**config.mk**
```make
export PLATFORM = sky130hd
export DESIGN_NAME = ring_token_arbiter
export DESIGN_NICKNAME = d
export VERILOG_FILES = /design/src/rtl/ring_token_arbiter.sv
export SDC_FILE = /design/constraint.sdc
export NUM_CORES = 1
export LEC_CHECK = 0
export CELL_PAD_IN_SITES_DETAIL_PLACEMENT = 0
export CELL_PAD_IN_SITES_GLOBAL_PLACEMENT = 1
export CORE_ASPECT_RATIO = 1.25
export CORE_UTILIZATION = 21
export CTS_CLUSTER_SIZE = 10
export DETAILED_ROUTE_END_ITERATION = 12
export HOLD_SLACK_MARGIN = 0.06
export PLACE_DENSITY = 0.74
export SYNTH_ARGS = -nofsm -noshare
export SYNTH_HDL_FRONTEND = slang
export SYNTH_SLANG_ARGS = --single-unit
```
**constraint.sdc**
```tcl
create_clock -name clock -period 2.3 [get_ports clock]
set_input_delay 0.46 -clock clock [delete_from_list [all_inputs] [get_ports clock]]
set_output_delay 0.46 -clock clock [all_outputs]
set_load 0.02 [all_outputs]
```
**src/rtl/ring_token_arbiter.sv**
```systemverilog
`default_nettype none
// ring_token_arbiter: per-core ring output stage that captures the Token, grants it round-robin to
// local clients and strips returning own slots. Optional ringError port via RING_ARB_ERR_EN. Rev 1.0
module ring_token_arbiter #(
  parameter int         NREQ       = 3,
  parameter int         MAX_BURST  = 4,
  parameter logic [3:0] TOKEN_TYPE = 4'd1,
  parameter logic [3:0] NULL_TYPE  = 4'd0
) (
  input  logic                 clock,
  input  logic                 reset,
  input  logic [3:0]           whichCore,
  input  logic [31:0]          RingIn,
  input  logic [3:0]           SlotTypeIn,
  input  logic [3:0]           SourceIn,
  output logic [31:0]          RingOut,
  output logic [3:0]           SlotTypeOut,
  output logic [3:0]           SourceOut,
  input  logic [NREQ-1:0]      wantsToken,
  output logic [NREQ-1:0]      acquireToken,
  input  logic [NREQ-1:0]      driveRing,
  input  logic [32*NREQ-1:0]   reqRingOut,
  input  logic [4*NREQ-1:0]    reqSlotTypeOut,
  input  logic [4*NREQ-1:0]    reqSourceOut,
  output logic                 holdingToken
`ifdef RING_ARB_ERR_EN
  ,
  output logic                 ringError
`endif
);

  localparam int PW = (NREQ > 1) ? $clog2(NREQ) : 1;

  typedef enum logic [0:0] {
    ST_FORWARD = 1'b0,
    ST_HOLD    = 1'b1
  } state_t;

  state_t        state_q, state_d;
  logic [PW-1:0] ptr_q, ptr_d;
  logic [3:0]    burst_q, burst_d;
  logic [31:0]   ring_q, ring_d;
  logic [3:0]    type_q, type_d;
  logic [3:0]    src_q, src_d;

  logic          w_is_token, w_is_null, w_own, w_free, w_grant, w_found;
  logic [PW-1:0] w_gidx;
  logic [PW:0]   w_sum, w_next;
  logic [NREQ-1:0] w_gnt;

  assign w_is_token = (SlotTypeIn == TOKEN_TYPE);
  assign w_is_null  = (SlotTypeIn == NULL_TYPE);
  assign w_own      = (SourceIn == whichCore);
  // In HOLD a second Token is never a free slot, even if it carries our source.
  assign w_free     = !w_is_token && (w_is_null || w_own);

  // Round-robin search: first requester at or after the pointer, wrapping modulo NREQ.
  always_comb begin
    w_found = 1'b0;
    w_gidx  = '0;
    w_sum   = '0;
    for (int k = 0; k < NREQ; k++) begin
      w_sum = {1'b0, ptr_q} + (PW+1)'(k);
      if (w_sum >= (PW+1)'(NREQ)) w_sum = w_sum - (PW+1)'(NREQ);
      if (!w_found && wantsToken[w_sum[PW-1:0]]) begin
        w_found = 1'b1;
        w_gidx  = w_sum[PW-1:0];
      end
    end
  end

  always_comb begin
    w_grant = 1'b0;
    if (!reset && w_found) begin
      if (state_q == ST_FORWARD) w_grant = w_is_token;
      else                       w_grant = w_free && (burst_q < 4'(MAX_BURST));
    end
    for (int i = 0; i < NREQ; i++) w_gnt[i] = w_grant && (w_gidx == PW'(i));
    w_next = {1'b0, w_gidx} + 1'b1;
    if (w_next == (PW+1)'(NREQ)) w_next = '0;
  end

  assign acquireToken = w_gnt;

  always_comb begin
    state_d = state_q;
    ptr_d   = ptr_q;
    burst_d = burst_q;
    ring_d  = RingIn;
    type_d  = SlotTypeIn;
    src_d   = SourceIn;
    if (w_grant) begin
      // A granted client that does not drive still consumes its burst slot as an empty one.
      ring_d = '0;
      type_d = NULL_TYPE;
      src_d  = '0;
      for (int i = 0; i < NREQ; i++) begin
        if (w_gnt[i] && driveRing[i]) begin
          ring_d = reqRingOut[32*i +: 32];
          type_d = reqSlotTypeOut[4*i +: 4];
          src_d  = reqSourceOut[4*i +: 4];
        end
      end
      state_d = ST_HOLD;
      burst_d = (state_q == ST_HOLD) ? burst_q + 4'd1 : 4'd1;
      ptr_d   = w_next[PW-1:0];
    end else if (state_q == ST_HOLD && w_free) begin
      ring_d  = '0;
      type_d  = TOKEN_TYPE;
      src_d   = whichCore;
      state_d = ST_FORWARD;
      burst_d = '0;
    end else if (state_q == ST_FORWARD && !w_is_token && w_own && !w_is_null) begin
      ring_d = '0;
      type_d = NULL_TYPE;
      src_d  = '0;
    end
  end

  always_ff @(posedge clock) begin
    if (reset) begin
      state_q <= ST_FORWARD;
      ptr_q   <= '0;
      burst_q <= '0;
      ring_q  <= '0;
      type_q  <= NULL_TYPE;
      src_q   <= '0;
    end else begin
      state_q <= state_d;
      ptr_q   <= ptr_d;
      burst_q <= burst_d;
      ring_q  <= ring_d;
      type_q  <= type_d;
      src_q   <= src_d;
    end
  end

  assign RingOut      = ring_q;
  assign SlotTypeOut  = type_q;
  assign SourceOut    = src_q;
  assign holdingToken = (state_q == ST_HOLD);

`ifdef RING_ARB_ERR_EN
  logic err_q;
  logic w_err;

  assign w_err = ((state_q == ST_HOLD) && !w_free) || (|(driveRing & ~w_gnt));

  always_ff @(posedge clock) begin
    if (reset)      err_q <= 1'b0;
    else if (w_err) err_q <= 1'b1;
  end

  assign ringError = err_q;
`endif

endmodule
`default_nettype wire

```
# After elaboration in Yosys (flattened, before gate mapping)
# Index checks and enable logic that the tools add are counted.
[totals]
register_bits = 47
in_bits = 172
[classes]
add_sub_neg = 7
magnitude_cmp = 7
n_eq_ne = 5
mux = 41
bitwise_logic = 1
n_reduce_logical = 24
[op_table]
columns = ["op", "count"]
rows = [
  ["32-bit two-way mux", 6],
  ["4-bit two-way mux", 15],
  ["1-bit logical AND", 15],
  ["2-bit two-way mux", 7],
  ["1-bit two-way mux", 10],
  ["2-bit by 3-bit less-than comparator with 1-bit output (second input constant)", 3],
  ["2-bit by 1-bit adder with 3-bit output (second input constant)", 2],
  ["1-bit binary-select mux with 2-bit select", 3],
  ["3-bit by 2-bit greater-or-equal comparator with 1-bit output (second input constant)", 2],
  ["2-bit subtractor (second input constant)", 3],
  ["1-bit zero test", 5],
  ["4-bit by 1-bit adder with 4-bit output (second input constant)", 1],
  ["4-bit by 1-bit == test with 1-bit output (second input constant)", 1],
  ["4-bit == test", 1],
  ["4-bit zero test", 1],
  ["4-bit by 3-bit less-than comparator with 1-bit output (second input constant)", 1],
  ["2-bit by 2-bit adder with 3-bit output (second input constant)", 1],
  ["3-bit by 2-bit == test with 1-bit output (second input constant)", 1],
  ["2-bit by 1-bit == test with 1-bit output (second input constant)", 1],
  ["2-bit == test (second input constant)", 1],
  ["2-bit greater-or-equal comparator (second input constant)", 1],
  ["2-bit zero test", 1],
  ["2-bit nonzero test", 1],
  ["1-bit logical OR", 1],
  ["1-bit inverter", 1],
]

# Depth between registers and ports, before layout
# Gate-level depths: netlist of the first run.
[depth]
word_depth = 19
mapped_depth = 12

# Worst setup path before layout of the first run
# No wires, ideal clock.
[synth_timing]
path_type = "register to output"
startpoint = "register ptr_q[0]"
endpoint = "output acquireToken[2]"
arrival_time_ps = 2217
setup_slack_ps = -377
path_stages_with_launch = 9
path_cell_list = "dfxtp_1 inv_1 ha_1 buf_4 mux2i_1 o221ai_2 o221ai_2 or2_2 nor3_1"
[synth_between]
elab_chain_len = 14
elab_cells_between_ends = 31
classes_between = "5 x add/sub; 3 x order compare; 1 x eq/ne; 16 x mux; 6 x reduce/logical"
[synth_rtl]
columns = ["item", "line_no", "text"]
rows = [
  ["from (decl)", "40", "logic [PW-1:0] ptr_q, ptr_d;"],
  ["from (signal assigned)", "130", "ptr_q <= ptr_d;"],
  ["branches (longest 13 deep; another with 2-bit by 1-bit adder with 3-bit output)", "--", ""],
  ["1-bit logical AND *", "78", "for (int i = 0; i < NREQ; i++) w_gnt[i] = w_grant && (w_gidx == PW'(i));"],
  ["to (decl)", "20", "output logic [NREQ-1:0] acquireToken,"],
]
# Every way passes the cells marked *. The select of a mux whose other input is x is not followed.

# Worst setup path after layout of the first run
[layout_timing]
startpoint = "input SlotTypeIn[3]"
endpoint = "output acquireToken[2]"
[layout_between]
elab_chain_len = 7
elab_cells_between_ends = 9
classes_between = "1 x eq/ne; 2 x mux; 6 x reduce/logical"
[layout_rtl]
columns = ["item", "line_no", "text"]
rows = [
  ["from (decl)", "14", "input logic [3:0] SlotTypeIn,"],
  ["4-bit by 1-bit == test with 1-bit output or 4-bit zero test (tied branches)", "51, 52", ""],
  ["1-bit zero test or 1-bit logical OR (tied branches)", "55", "assign w_free = !w_is_token && (w_is_null || w_own);"],
  ["1-bit logical AND", "55", ""],
  ["1-bit logical AND", "76", "else w_grant = w_free && (burst_q < 4'(MAX_BURST));"],
  ["1-bit two-way mux *", "75", "if (state_q == ST_FORWARD) w_grant = w_is_token;"],
  ["1-bit two-way mux *", "74", "if (!reset && w_found) begin"],
  ["1-bit logical AND *", "78", ""],
]
# Mark *: on every way between the ends. The rest lies on a longest branch, timed or not.

==> flow_results.org, run 1 <==
** Place
- The HPWL after detailed placement is 11,000 µm.
- Including well taps, the total number of placed cells is 789.
- OpenSTA, run right after detailed placement, puts the worst setup slack at -0.988 ns.
- Area post-placement :: 5850 µm²
- Final GP Congestion :: 0.885
- Port bufs :: around 220

** Route
- Number of routed nets with antenna violations :: 0
- For this run, design rule violations remaining after detail routing come to 0.
- Overall via count from detail_route :: roughly 4k
- After detailed routing, the average wire length per cell comes to 18.3 µm.
- The final layout contains routed wiring with a total length of 15,000 µm.
- In this run, the number of DRC markers left after iteration 0 of detailed routing was 166.
- Post-detailed-route via-to-cell ratio :: 4.84
- Total iterations of the first detailed-routing run :: 4

** Synthesis
- Post-synth design cell area :: 3060 µm²
- The commonest cells after synthesis are and3_1 (69), dfxtp_1 (47), nand2_1 (42).
- Simple-gate share of the synthesized area :: 28.8%
- By area the synthesized netlist is led by dfxtp_1 (31%), and3_1 (14%), a22oi_1 (6.9%).
- A synthesized cell averages 8.19 µm².
- In the post-synthesis netlist, the cell with the most instances is and3_1.
- Post-Synth Adder-Cell Area :: around 1.6%
- Count of warnings emitted by yosys :: 0
- Of the post-synthesis cell area, the dominant cell type holds 30.7%.
- The number of nets in the synthesized netlist is 550.
- The synthesized netlist devotes 29.5% of its cell area to compound gates.
- Main combinational cell family by area after synthesis :: compound AO/OA/AOI/OAI gates
- The largest total area in the synthesized netlist belongs to dfxtp_1.
- Xor/xnor cell area share of the yosys netlist :: 1.14%
- Among all flip-flop cells after synthesis, the most frequent one is dfxtp_1.
- Post-synthesis async set-or-reset flop share :: 0%
- For this run, the register share of the synthesized area comes to between 30% and 40%.
- The cell count after synthesis came out at 374.
- Count of flip-flops with a built-in enable after synthesis :: 0
- Flops & latches, synth :: 47
- The number of different library cells used by synthesis comes to 53.
- In the synthesized netlist, mux cells make up 1.76% of the area.

** Pwr
- Leakage :: 2.75 nW
- For this design the ratio of total power to cell area is 402 nW/µm².
- Worst vdd ir :: approximately 0.27 mV
- The completed layout was analyzed and its total power is 0.00261 W.

** Floorplan
- Top Ports :: 216
- In this run the horizontal extent of the chip is 110 µm.
- Measured along the y axis, the die boundary spans 137 µm.
- The initial utilization of the core area, before any placement, comes to 21.9%.
- After floorplanning, the core was divided into 48 placement rows.
- Die footprint :: between 15,000 and 20,000 µm²
- Core box area :: 14,000 µm²

** Final layout
- Post-Route Utilization :: ~46%
- The repair_antennas step left the layout with diodes totalling 0.
- Synth-to-Final Area Change :: 112%
- Fillers :: 1,374
- Cell area after layout :: ~6500 µm²
- Net count reported at finish :: 819
- Number of standard cells in the final layout excluding fillers :: 819
- The post-route netlist has approximately a quarter of its cells at a drive strength greater than 1.

** GRT
- Initial antenna violation count :: 0
- Entering global routing, the biggest net connects 39 pins.
- Fraction of met2 tracks used by global routing :: 36.0%
- For this run, global-route usage on met3 was measured as around 2.8%.
- Global routing used 18.6% of the available tracks across all layers.
- The via count of the first global-routing pass came to 3,980.
- Global routing used 20.4% of the available met1 tracks.
- Layer carrying the most global-route usage :: met2
- First-pass GRT wire length :: 21,000 µm
- For this run the aggregate overflow at the end of global routing stands at 0.

** STA
- The final critical path takes up 116% of the cycle.
- Final Worst Setup Slack :: -0.363 ns
- Count of final hold-check violations :: 0
- For the final database, setup skew stands at 0.0134 ns.
- RSZ-0062 raised after global routing :: true
- Derived from the worst setup path, the maximum achievable clock frequency is roughly 0.38 GHz.
- For the pin with the worst max-slew slack, the measured transition is 0.372 ns.
- Final min period :: ~2.7 ns
- Headroom to the max-slew limit came out at 75.2%.
- Finish-stage setup viols :: between 40 and 50
- Number of pins with negative max-slew slack in the final report :: 0

** Clock tree
- CTS tree :: done
- Clock sinks :: 47
- CTS built an H-tree with a depth of 2.
- After clock tree synthesis, the clock-pin slew on the worst setup and hold paths is about 0.060 ns.
- The clock passes through at most 2 buffers.
- Buffers inserted during clock tree synthesis total 5.
- For the worst-skew pair, the clock arrives at the later sink with an insertion delay of around 0.30 ns.
- CTS Hold Buffers Added :: 0
- Clock root buffer :: clkbuf_16

** Outcome
- The run finished, with violations left.
- Violated checks :: setup timing

** Worst setup path
- At the worst endpoint, the arrival time is about 2.2 ns.
- Type of the worst setup path :: in2out
- Required time of the worst setup path :: 1.84 ns
- The worst setup path is launched from an input port.
- Kind of end point of the critical path :: primary output
- Cell with the largest stage delay on the worst path :: clkdlybuf4s50_1
- Kind of cell adding the most delay to the critical path :: simple AND/OR/NAND/NOR gates
- In this run the worst path has a maximum fanout of 4.
- In this design, the stage delay of the slowest critical-path cell is 0.44 ns.
- CP bufs+invs :: 2
- The critical path goes through clkdlybuf4s50_1 -> nor3_2 -> and3_1 -> o221ai_4 -> or2_4 -> nor3_4 -> buf_6.

** Hold path
- Min-Delay Path Class :: reg2reg

** Run
- Across the run, the number of max-cap violations was 0.
[through the flow]
stage | hold slack (ns) | TNS, ns
2_1_floorplan | 0.444 | -0.150
3_3_place_gp | 0.465 | -24.96
3_5_place_dp | 0.477 | -29.15
4_1_cts | 0.491 | -12.01
5_1_grt | 0.496 | -14.56
6_report | 0.490 | -9.81
[cells in the final DEF, fill, tap and decap left out, types with 7 or more instances in the layout]
cell / Yosys / final
a22oi_1: 28 / 21
o21ai_0: 28 / 26
dfxtp_1: 47 / 45
nand2_1: 42 / 41
nor2_1: 10 / 7
buf_12: 1 / 9
and3_1: 69 / 69
buf_6: 1 / 14
buf_4: 3 / 56
clkdlybuf4s50_1: 0 / 208
nor3_1: 14 / 13
o21ai_1: 10 / 10
clkbuf_16: 0 / 8
a22oi_2: 10 / 17
[worst paths after layout]
path,start,slack (ns),cells past startpoint,endpoint
setup / recovery,SlotTypeIn[3],-0.36,7,acquireToken[2]
hold / removal,burst_q[3],0.49,1,burst_q[3]
setup reg to reg,ptr_q[0],-0.25,12,SourceOut[3]
hold reg to reg,burst_q[3],0.49,1,burst_q[3]
[state kept, by name, indices dropped and copies added (netlist names)]
register      flops
holdingToken      1
burst_q           4
SourceOut         4
SlotTypeOut       4
RingOut          32
ptr_q             2
[logic make-up after synthesis]
logic type               count (synthesis)
AND/OR/NAND/NOR                        157
buffers and inverters                   39
flip-flops                              47
multiplexers                             4
adder cells (fa/ha/maj)                  4
AO/OA/AOI/OAI                          119
XOR/XNOR                                 4
[worst register-to-register path: cells and delay by family (launching register included)]
kind            cells  cell delay (ns)
buf+inv             6             0.98
flops               1             0.37
fa+ha+maj           1             0.14
compound gates      3             0.65
simple gates        2             0.30
[layout make-up]
class,instances,area (µm²),share of cell area (%)
inverters,5,21.3,0.328
clock buffers,5,125,1.93
multi-input cells,288,2150,33.2
clock inverters,3,18.8,0.289
repair buffers,296,3000,46.3
flip-flops and latches,47,948,14.6
well taps,175,219,3.38
[per-layer routing]
layer | vias to the layer above | share of wire, %
li1 | 1945 | -
met1 | 1852 | 39
met2 | 150 | 53
met3 | 21 | 5.9
met4 | 0 | 1.6
met5 | - | 0
[where the power goes]
part           internal (W)  switching (W)
Clock              0.000405       0.000359
Sequential         0.000863      0.0000141
Combinational      0.000580       0.000391
[timing repair]
action | 4_1_cts | 5_1_grt
buffers inserted | 7 | 12
resized for setup | 45 | 31
pin swaps | 11 | 14
setup endpoints to repair | 45 | 45
gates cloned | 1 | 3
Power figures use the tool's default switching activity.
==> run 2, diff against run 1 <==
--- a/config.mk
+++ b/config.mk
@@ -8,11 +8,11 @@
 export CELL_PAD_IN_SITES_DETAIL_PLACEMENT = 0
 export CELL_PAD_IN_SITES_GLOBAL_PLACEMENT = 1
 export CORE_ASPECT_RATIO = 1.25
-export CORE_UTILIZATION = 21
+export CORE_UTILIZATION = 24
 export CTS_CLUSTER_SIZE = 10
 export DETAILED_ROUTE_END_ITERATION = 12
 export HOLD_SLACK_MARGIN = 0.06
-export PLACE_DENSITY = 0.74
+export PLACE_DENSITY = 0.8
 export SYNTH_ARGS = -nofsm -noshare
 export SYNTH_HDL_FRONTEND = slang
 export SYNTH_SLANG_ARGS = --single-unit
==> constraint.sdc (replaced) <==
create_clock -name clock -period 3 [get_ports clock]
set_input_delay 0.6 -clock clock [delete_from_list [all_inputs] [get_ports clock]]
set_output_delay 0.6 -clock clock [all_outputs]
set_load 0.02 [all_outputs]
==> flow_results.org, run 2 (synthesized netlist as in run 1, its figures left out) <==
** Pwr
- Portion of total power attributed to sequential cells :: 35.8% (+2.2 points)
- Internal power :: 0.00137 W (-26%)
- The worst-case vdd ir drop is 0.226 mV (-16%).
- The total design power is 0.00188 W (-28%).
- Clock power share :: 30.3% (+1.1 points)
- The switching share of total power was 27.3% (-2.0 points).
- The total power per unit cell area came to 326 nW/µm² (-19%).
- Gate power share :: 33.9% (-3.3 points)
- The static power due to leakage was 2.47 nW (-10%).
- NetSw :: 0.000514 W (-33%)

** Route
- Post-detailed-route via-to-cell ratio :: 4.96 (+2.3%)
- Iter 0 DRT Violations :: 144 (-13%)
- Drt wl/cell :: 17.3 µm (-5.5%)
- The final routed wirelength across all metal layers is 13,300 µm (-11%).
- Total iterations of the first detailed-routing run :: 4 (unchanged)
- Overall via count from detail_route :: 3,813 (-3.9%)
- DRC violations left :: 0 (unchanged)
- The remaining antenna violation count is 0 (unchanged).

** Final layout
- Post-Route Utilization :: 47.2% (+0.80 points)
- The multi-input gate area in the final layout is 1980 µm² (-8.1%).
- Highest-count cells in the layout ignoring fill and taps :: clkdlybuf4s50_1 (207), and3_1 (68), dfxtp_1 (47)
- Fillers :: 1,210 (-12%)
- The antenna diode count was 0 (unchanged).
- Cell area after layout :: 5790 µm² (-11%)
- Commonest non-fill, non-tap cell in the layout :: clkdlybuf4s50_1
- The number of flip-flops in the largest register was 32 (unchanged).
- Area used by sequential logic in the layout :: 941 µm² (-0.79%)
- Synth-to-Final Area Change :: 89.0%
- Net count reported at finish :: 781 (-4.6%)
- The fraction of final layout cells with drive strength greater than 1 was 14.5% (-8.7 points).

** Clock tree
- The clock latency reported for the late side of the worst-skew pair came to 0.28 ns (-0.02 ns).
- CTS buffer count :: 5 (unchanged)
- CTS tree :: done
- The largest buffer count on any clock path came to 2 (unchanged).
- CTS placed an instance of clkbuf_16 at the clock tree root.
- The H-tree depth reported by CTS came to 2 (unchanged).
- The clock transition time at the flip-flop clock pins of the worst setup and hold paths came to 0.07 ns (about the same).
- The number of clock sinks came to 47 (unchanged).

** STA
- The clock skew came to 0.00570 ns (-0.00765 ns).
- Number of pins with negative max-slew slack in the final report :: 0 (unchanged)
- The worst relative slew slack came to 68.5% (-6.7 points).
- After layout, the worst path uses a little over nine tenths of the clock period.
- The final setup violation count was 0 (-100%).
- Count of final hold-check violations :: 0 (unchanged)
- After layout, the minimum clock period comes to 2.92 ns.
- The final worst slack was 0.0844 ns (+0.447 ns).
- Setup repair after global routing left no endpoint under its margin.
- Worst slew pin tran :: 0.468 ns (+0.0952 ns)
- Based on the critical path, the design can be clocked at up to 0.343 GHz.

** Place
- The post-detailed-placement half-perimeter wirelength was 10,400 µm (-6.2%).
- The placer congestion estimate came to 0.860 (-2.8%).
- Port bufs :: 215 (unchanged)
- Post-Place Worst Slack :: -0.549 ns (+0.439 ns)
- Area post-placement :: 5600 µm² (-4.3%)

** Floorplan
- The die height was 128 µm (-6.4%).
- The number of I/O pins is 216 (unchanged).
- The overall die area came to 13,200 µm² (-12%).
- Core box area :: 12,300 µm² (-12%)
- The horizontal extent of the die is 103 µm (-6.3%).
- The number of core rows is 45 (-6.3%).
- Initial core utilization :: 24.9% (+3.1 points)

** Run
- Max-cap viol count :: 0 (unchanged)

** GRT
- Pin count of the biggest net entering global routing :: 39 (unchanged)
- The global-route wire length before repair was 19,900 µm (-5.1%).
- The initial antenna violation count was 0 (unchanged).
- The global-route usage over all layers was 19.5% (+0.92 points).
- Grt total ovfl :: 0 (unchanged)
- Vias in the first global route :: 3,843 (-3.4%)

** Worst setup path
- Largest driver fanout on the critical path :: 3 (-1)
- Among the stages of the critical path, the cell type that occurs most often is buf_4.
- The endpoint required time on the critical path came to 2.40 ns (+0.56 ns).
- Setup crit start kind :: input port
- CP bufs+invs :: 3 (+1)
- The critical path goes through clkdlybuf4s50_1 -> xnor2_1 -> nand4_1 -> o211a_2 -> buf_4 -> nor2_4 -> nand2_1 -> nor2_1 -> buf_4.
- Among all stages on the critical path, the largest delay is contributed by clkdlybuf4s50_1.
- The startpoint identified for the worst register-to-register timing path is ptr_q[0].
- By startpoint and endpoint, the worst setup path is classified as in2out.
- Data arrival at the endpoint of the critical path :: 2.32 ns (+0.12 ns)
- In this run the worst setup path begins at SourceIn[2].
- The worst setup path is captured at a primary output.
- Kind of cell adding the most delay to the critical path :: buffers and inverters
- The largest incremental delay on the critical path was 0.50 ns (+0.06 ns).

** Outcome
- Status :: finished clean

** Hold path
- Min-Delay Path Class :: reg2reg
- The worst hold path begins at burst_q[0].
==> run 2: metrics by stage <==
stage | TNS [ns] | std cells | hold slack (ns)
floorplan | 0 | 374 | 0.444
global placement | -3.00 | 762 | 0.468
detailed placement | -4.55 | 762 | 0.472
CTS | 0 | 769 | 0.482
global route | 0 | 769 | 0.496
finish | 0 | 769 | 0.479
==> run 2: area by class of cell <==
type | count | share of cell area [%]
Inverter | 5 | 0.324
Clock buffer | 6 | 2.40
Sequential cell | 47 | 16.3
Tap cell | 164 | 3.55
Timing Repair Buffer | 258 | 43.2
Multi-Input combinational cell | 288 | 34.2
Clock inverter | 1 | 0.0865
==> run 2: per-layer routing <==
layer / up-vias / share of wire (%) / track usage (%) / wire [µm]
met5: - / 0 / 0 / 0
met4: 0 / 1.3 / 4.97 / 168
met3: 12 / 8.5 / 4.47 / 1130
met2: 150 / 52 / 36.7 / 6930
met1: 1790 / 38 / 21.5 / 5080
li1: 1861 / - / - / -
==> run 2: final timing paths <==
check / endpoint / slack (ns) / cells after the start
hold / removal: burst_q[0] / 0.48 / 1
setup / recovery: acquireToken[1] / 0.08 / 9
hold reg to reg: burst_q[0] / 0.48 / 1
setup reg to reg: RingOut[10] / 0.34 / 10
==> run 2: repair_timing <==
item	CTS	global route
hold endpoints to repair	0	0
pin swaps	1	3
endpoints found under the setup margin	3	3
hold buffers	0	0
buffers inserted	0	0
gates resized for setup	19	13
==> run 2: power groups by stage <==
stage / Clock (W) / Sequential [W] / Combinational, W
after floorplan: 0 / 0.000739 / 0.000191
after global placement: 0 / 0.000688 / 0.000629
after detailed placement: 0 / 0.000689 / 0.000637
after CTS: 0.000590 / 0.000675 / 0.000641
after global routing: 0.000615 / 0.000678 / 0.000685
final: 0.000570 / 0.000675 / 0.000640
